`src/rtl/bus_pkg.sv`:
```
// Shared types and limits for the N-master bus arbiter.
package bus_pkg;

  localparam int unsigned ARB_MAX_MASTERS = 16;

  typedef enum logic [1:0] {
    ARB_IDLE   = 2'd0,
    ARB_GRANT  = 2'd1,
    ARB_RESUME = 2'd2
  } arb_state_e;

endpackage

```
`src/rtl/rr_pick.sv`:
```
// Cyclic priority search: first set bit of req_i at or after ptr_i, wrapping.
module rr_pick
  import bus_pkg::*;
#(
  parameter  int unsigned N     = 4,
  localparam int unsigned IDX_W = (N > 1) ? $clog2(N) : 1
) (
  input  logic [N-1:0]     req_i,
  input  logic [IDX_W-1:0] ptr_i,
  output logic             valid_o,
  output logic [IDX_W-1:0] idx_o
);

  localparam int unsigned SUM_W = IDX_W + 1;

  logic [N-1:0]     rot;
  logic [IDX_W-1:0] off;
  logic [SUM_W-1:0] sum;

  // Rotate so ptr_i lands on bit 0, find the lowest set bit, then undo the rotation.
  always_comb begin
    rot = N'({req_i, req_i} >> ptr_i);
    off = '0;
    for (int i = N - 1; i >= 0; i--) begin
      if (((rot >> i) & N'(1)) != '0) off = IDX_W'(i);
    end
    sum = SUM_W'(ptr_i) + SUM_W'(off);
    if (sum >= SUM_W'(N)) sum = sum - SUM_W'(N);
    valid_o = |req_i;
    idx_o   = IDX_W'(sum);
  end

endmodule

```
`src/rtl/bus_arbiter_rr.sv`:
```
// N-master bus arbiter with tenure limit and split/resume support.
// Define ARB_ROUND_ROBIN_EN for round-robin fairness; otherwise lowest index wins.
module bus_arbiter_rr
  import bus_pkg::*;
#(
  parameter  int unsigned NUM_MASTERS = 4,
  parameter  int unsigned MAX_HOLD    = 256,
  localparam int unsigned IDX_W       = $clog2(NUM_MASTERS)
) (
  input  logic                   clk_i,
  input  logic                   rst_ni,
  input  logic [NUM_MASTERS-1:0] req_i,
  output logic [NUM_MASTERS-1:0] gnt_o,
  input  logic                   frame_active_i,
  input  logic                   split_i,
  input  logic                   split_release_i,
  output logic [IDX_W-1:0]       msel_o,
  output logic                   split_pending_o,
  output logic [NUM_MASTERS-1:0] split_owner_o,
  output logic                   busy_o
);

  localparam int unsigned             HOLD_W   = (MAX_HOLD > 0) ? $clog2(MAX_HOLD + 1) : 1;
  localparam logic [HOLD_W-1:0]       HOLD_MAX = HOLD_W'(MAX_HOLD);
  localparam logic [NUM_MASTERS-1:0]  ONE      = NUM_MASTERS'(1);

  arb_state_e             state_q, state_d;
  logic [IDX_W-1:0]       owner_q, owner_d;
  logic [HOLD_W-1:0]      hold_q, hold_d;
  logic                   pend_q, pend_d;
  logic                   released_q, released_d;
  logic [NUM_MASTERS-1:0] split_oh_q, split_oh_d;
  logic [IDX_W-1:0]       split_idx_q, split_idx_d;

  logic [NUM_MASTERS-1:0] owner_oh, eligible;
  logic                   own_req, others, hold_expired, release_now, split_take, rearb;
  logic                   pick_valid;
  logic [IDX_W-1:0]       pick_idx, pick_ptr;

  assign owner_oh     = ONE << owner_q;
  assign eligible     = req_i & ~split_oh_q;
  assign own_req      = |(req_i & owner_oh);
  assign others       = |(eligible & ~owner_oh);
  assign hold_expired = (MAX_HOLD != 0) && (hold_q >= HOLD_MAX) && others;
  assign release_now  = pend_q & split_release_i;
  assign split_take   = (state_q == ARB_GRANT) && split_i && !pend_q && !split_release_i;

  rr_pick #(.N(NUM_MASTERS)) u_pick (
    .req_i   (eligible),
    .ptr_i   (pick_ptr),
    .valid_o (pick_valid),
    .idx_o   (pick_idx)
  );

`ifdef ARB_ROUND_ROBIN_EN
  logic [IDX_W-1:0] rr_ptr_q, rr_ptr_d;

  assign pick_ptr = rr_ptr_q;

  // Pointer moves just past each newly granted master.
  always_comb begin
    rr_ptr_d = rr_ptr_q;
    if (rearb && !(pend_q && (released_q || release_now)) && pick_valid)
      rr_ptr_d = (pick_idx == IDX_W'(NUM_MASTERS - 1)) ? '0 : pick_idx + IDX_W'(1);
  end

  always_ff @(posedge clk_i) begin
    if (!rst_ni) rr_ptr_q <= '0;
    else         rr_ptr_q <= rr_ptr_d;
  end
`else
  assign pick_ptr = '0;
`endif

  // Next state; leaving GRANT/RESUME re-arbitrates in the same cycle.
  always_comb begin
    state_d     = state_q;
    owner_d     = owner_q;
    hold_d      = hold_q;
    pend_d      = pend_q;
    split_oh_d  = split_oh_q;
    split_idx_d = split_idx_q;
    released_d  = released_q | release_now;
    rearb       = 1'b0;
    case (state_q)
      ARB_IDLE: rearb = 1'b1;
      ARB_GRANT: begin
        if (split_take) begin
          state_d     = ARB_IDLE;
          pend_d      = 1'b1;
          split_oh_d  = owner_oh;
          split_idx_d = owner_q;
        end else if (!frame_active_i && (!own_req || hold_expired)) begin
          rearb = 1'b1;
        end else if (hold_q < HOLD_MAX) begin
          hold_d = hold_q + HOLD_W'(1);
        end
      end
      ARB_RESUME: rearb = !frame_active_i && !own_req;
      default:    rearb = 1'b1;
    endcase
    if (rearb) begin
      state_d = ARB_IDLE;
      if (pend_q && (released_q || release_now)) begin
        state_d    = ARB_RESUME;
        owner_d    = split_idx_q;
        pend_d     = 1'b0;
        split_oh_d = '0;
        released_d = 1'b0;
      end else if (pick_valid) begin
        state_d = ARB_GRANT;
        owner_d = pick_idx;
        hold_d  = '0;
      end
    end
  end

  always_ff @(posedge clk_i) begin
    if (!rst_ni) begin
      state_q     <= ARB_IDLE;
      owner_q     <= '0;
      hold_q      <= '0;
      pend_q      <= 1'b0;
      released_q  <= 1'b0;
      split_oh_q  <= '0;
      split_idx_q <= '0;
    end else begin
      state_q     <= state_d;
      owner_q     <= owner_d;
      hold_q      <= hold_d;
      pend_q      <= pend_d;
      released_q  <= released_d;
      split_oh_q  <= split_oh_d;
      split_idx_q <= split_idx_d;
    end
  end

  // Zero-latency grant decoded from the next state.
  always_comb begin
    gnt_o  = '0;
    msel_o = '0;
    if (rst_ni && (state_d != ARB_IDLE)) begin
      gnt_o  = ONE << owner_d;
      msel_o = owner_d;
    end
  end

  assign split_pending_o = pend_q;
  assign split_owner_o   = split_oh_q;
  assign busy_o          = (state_q != ARB_IDLE);

endmodule

```
`config.mk`:
```
export PLATFORM = sky130hd
export DESIGN_NAME = bus_arbiter_rr
export DESIGN_NICKNAME = d
export VERILOG_FILES = /design/src/rtl/bus_pkg.sv /design/src/rtl/rr_pick.sv /design/src/rtl/bus_arbiter_rr.sv
export SDC_FILE = /design/constraint.sdc
export NUM_CORES = 1
export LEC_CHECK = 0
export ABC_CLOCK_PERIOD_IN_PS = 4000
export BUFFER_PORTS_ARGS = -buffer_cell sky130_fd_sc_hd__clkbuf_2
export CELL_PAD_IN_SITES_DETAIL_PLACEMENT = 1
export CELL_PAD_IN_SITES_GLOBAL_PLACEMENT = 1
export CORE_MARGIN = 4
export CORE_UTILIZATION = 35
export CTS_BUF_LIST = sky130_fd_sc_hd__clkbuf_2 sky130_fd_sc_hd__clkbuf_4 sky130_fd_sc_hd__clkbuf_8
export DETAILED_ROUTE_END_ITERATION = 16
export PLACE_DENSITY_LB_ADDON = 0.1
export RECOVER_POWER = 25
export SLEW_MARGIN = 20
export SYNTH_ARGS = -nofsm -noshare
export SYNTH_HDL_FRONTEND = slang
export SYNTH_SLANG_ARGS = --single-unit
```
`constraint.sdc`:
```
create_clock -name clk_i -period 4 [get_ports clk_i]
set_input_delay 1 -clock clk_i [delete_from_list [all_inputs] [get_ports clk_i]]
set_output_delay 1 -clock clk_i [all_outputs]
set_load 0.02 [all_outputs]
```
==> flow_summary_export.csv <==
group,metric,value,unit
global_route,overflow,0,
die,core,3416,sq um
timing,timing.hold.ws,0.4657,ns
min_path,hold_path_depth,2,
yosys,ys.flop_type,"dfxtp_1",
die,io_pins,21,
layout,antenna_cells,0,
global_route,grt_max_degree,13,
min_path,hold_class,"reg -> reg",
routing,wire_per_inst,14.56,microns
yosys,syn_inst,159,
routing,routed_via_density,5.084,
critical_path,r2r_cells,6,
global_route,grt_pass1_vias,1171,
timing,rsz0062_at_grt,"false",
timing,finalHoldViolCount,0,
timing,period_needed,3.836,ns
power,power.density,401.7,nW/um^2
routing,drtIter0Drc,43,
place,dp_cells,223,
status,status,"complete, no violations",
clock_network,postCtsSetupBuffers,0,
die,fp.dieArea,4644,sq um
clock_network,clk_root_buffer_cell,"clkbuf_4",
yosys,synth_area,1266,sq um
place,place.gp.congestion,0.7995,
yosys,synth.distinct_cells,37,
timing,setup_viol,0,
critical_path,critPathKind,"in -> out",
power,leakage,0.5341,nW
timing,tightest_slew,0.7511,ns
clock_network,cts.reportedPaths.clkPinSlew,0.12,ns
critical_path,required,3.00,ns
critical_path,reg2reg_to,"split_pending_o",
die,die_w,68.15,microns
yosys,ys_warn_count,0,
yosys,ys_async_sr_fraction,0,%
routing,detail_route.first_pass.iterations,4,
global_route,antenna_found_initial,0,
critical_path,critPathCaptureType,"output pin",
routing,drt_wl_total,3.306,mm
clock_network,numCtsBuffers,3,
critical_path,r2r-start,"owner_q[0]",
critical_path,crit_arrival,2.84,ns
run,drv_cap,0,
yosys,syn_avg_cell_area,7.964,sq um
critical_path,startpoint,"req_i[3]",
routing,drc,0,
clock_network,cts_tree,"yes",
layout,drive_gt1_share,16.57,%
routing,ant_nets,0,
global_route,grt_pass1_wl,5.582,mm
critical_path,crit_end,"gnt_o[1]",
power,vdd_ir_drop_max,0.1607,mV
layout,final_nets,196,
clock_network,clockBufferDepth,2,
layout,area_growth,13.64,%
die,initial_core_util,37.07,%
layout,most-common-layout-cells,"21 x nor2_1, 21 x dfxtp_1, 18 x nand2_1",
clock_network,htreeDepth,1,
die,rows,21,
place,port_buffers,20,
yosys,synth-edff-count,0,
timing,fin_setup_tns,0,ns
global_route,grt_usage,16.26,%
place,dpl.hpwl,2.569,mm
yosys,synth_seq_cells,21,
die,die_h,68.15,microns
clock_network,clk_latency,0.32,ns
timing,drv_slew,0,
critical_path,cp-start-kind,"input port",
routing,num_vias,1154,
timing,maxSlewHeadroom,49.40,%
yosys,yosysSeqAreaShare,33.20,%
critical_path,rrSetupSlack,1.56,ns
timing,finalClockSkew,0.008429,ns
timing,finalCritPeriodShare,95.89,%
timing,max_freq,0.2607,GHz
yosys,syn_nets,173,
layout,instances_no_fill,227,
critical_path,critPathMaxFanout,7,
clock_network,numClockSinks,21,
==> final cells by class <==
cell class | count | area [sq um]
Multi-Input combinational cell | 126 | 795.8
Tap cell | 46 | 57.56
Sequential cell | 21 | 420.4
Fill cell | 445 | 1977
Clock inverter | 1 | 5.005
Timing Repair Buffer | 22 | 107.6
Inverter | 8 | 30.03
Clock buffer | 3 | 22.52
==> state kept, by name, indices dropped and copies added, names as in the netlist <==
signal	flops
split_owner_o	4
owner_q	2
hold_q	9
split_pending_o	1
state_q	2
released_q	1
split_idx_q	2
==> logic make-up after synthesis <==
family                     Yosys count  synth area share, %
xor gates and xnor gates             7                4.842
buffers and inverters               12                4.249
muxes                                3                3.557
and+or+nand+nor                     70                26.78
DFF                                 21                33.20
adders and majority gates            5                4.941
AOI/OAI and AO/OA                   41                22.43
==> report_power, final <==
group | total, mW | internal (mW) | switching, mW
Sequential | 0.239 | 0.221 | 0.0182
Clock | 0.109 | 0.0374 | 0.0713
Combinational | 0.230 | 0.0894 | 0.141
==> through the flow <==
stage | total power, mW | worst slack, ns | util [%] | area [sq um]
after floorplan | 0.4108 | 0.1471 | - | 1266
after global placement | 0.4696 | 0.2131 | 41.43 | 1415
after detailed placement | 0.4736 | 0.1253 | 41.43 | 1415
after CTS | 0.5844 | 0.1207 | 42.23 | 1443
after global routing | 0.6252 | 0.02069 | 42.12 | 1439
final | 0.5781 | 0.1643 | 42.12 | 1439
==> synth_stat cells, drive strengths merged, types with 3 or more instances <==
library cell,instances,area [sq um]
dfxtp,21,420.4
nor2,21,78.83
nand2,18,67.56
a21oi,13,65.06
o21ai,13,68.82
inv,8,30.03
nand2b,6,37.54
nand3,6,30.03
ha,5,62.56
nand4,4,25.02
xor2,4,35.03
a211oi,3,22.52
nor2b,3,18.77
nor3,3,15.01
nor3b,3,22.52
o21a,3,22.52
xnor2,3,26.28
==> critical path: stages <==
cell	delay (ns)
clkbuf_2	0.09
mux4_2	0.50
nor2_1	0.17
nor2_1	0.10
a21o_4	0.23
a211o_1	0.34
nor3b_1	0.20
buf_2	0.20
==> metal layers <==
layer | wire, microns | vias to the layer above | GRT usage (%) | part of all wire (%)
met4 | 57 | 0 | 6.700 | 1.7
met2 | 1433 | 17 | 24.91 | 43
met3 | 101 | 4 | 2.463 | 3.1
met1 | 1714 | 535 | 22.59 | 52
met5 | 0 | - | 0 | 0
li1 | - | 598 | - | -
==> how the worst min path moves through the flow <==
stage	end	start	slack, ns
finish	split_idx_q[0]	split_idx_q[0]	0.47
detailed placement	split_idx_q[0]	split_idx_q[0]	0.45
CTS	split_idx_q[0]	split_idx_q[0]	0.47
floorplan	split_idx_q[1]	split_idx_q[1]	0.44
global route	split_owner_o[1]	split_owner_o[1]	0.51
global placement	split_idx_q[0]	split_idx_q[0]	0.45
==> timing repair <==
item / CTS / global route
hold buffers: 0 / 0
endpoints found under the setup margin: 0 / 2
resized for setup: 0 / 2
No activity file was read; power rests on OpenSTA's default activity.
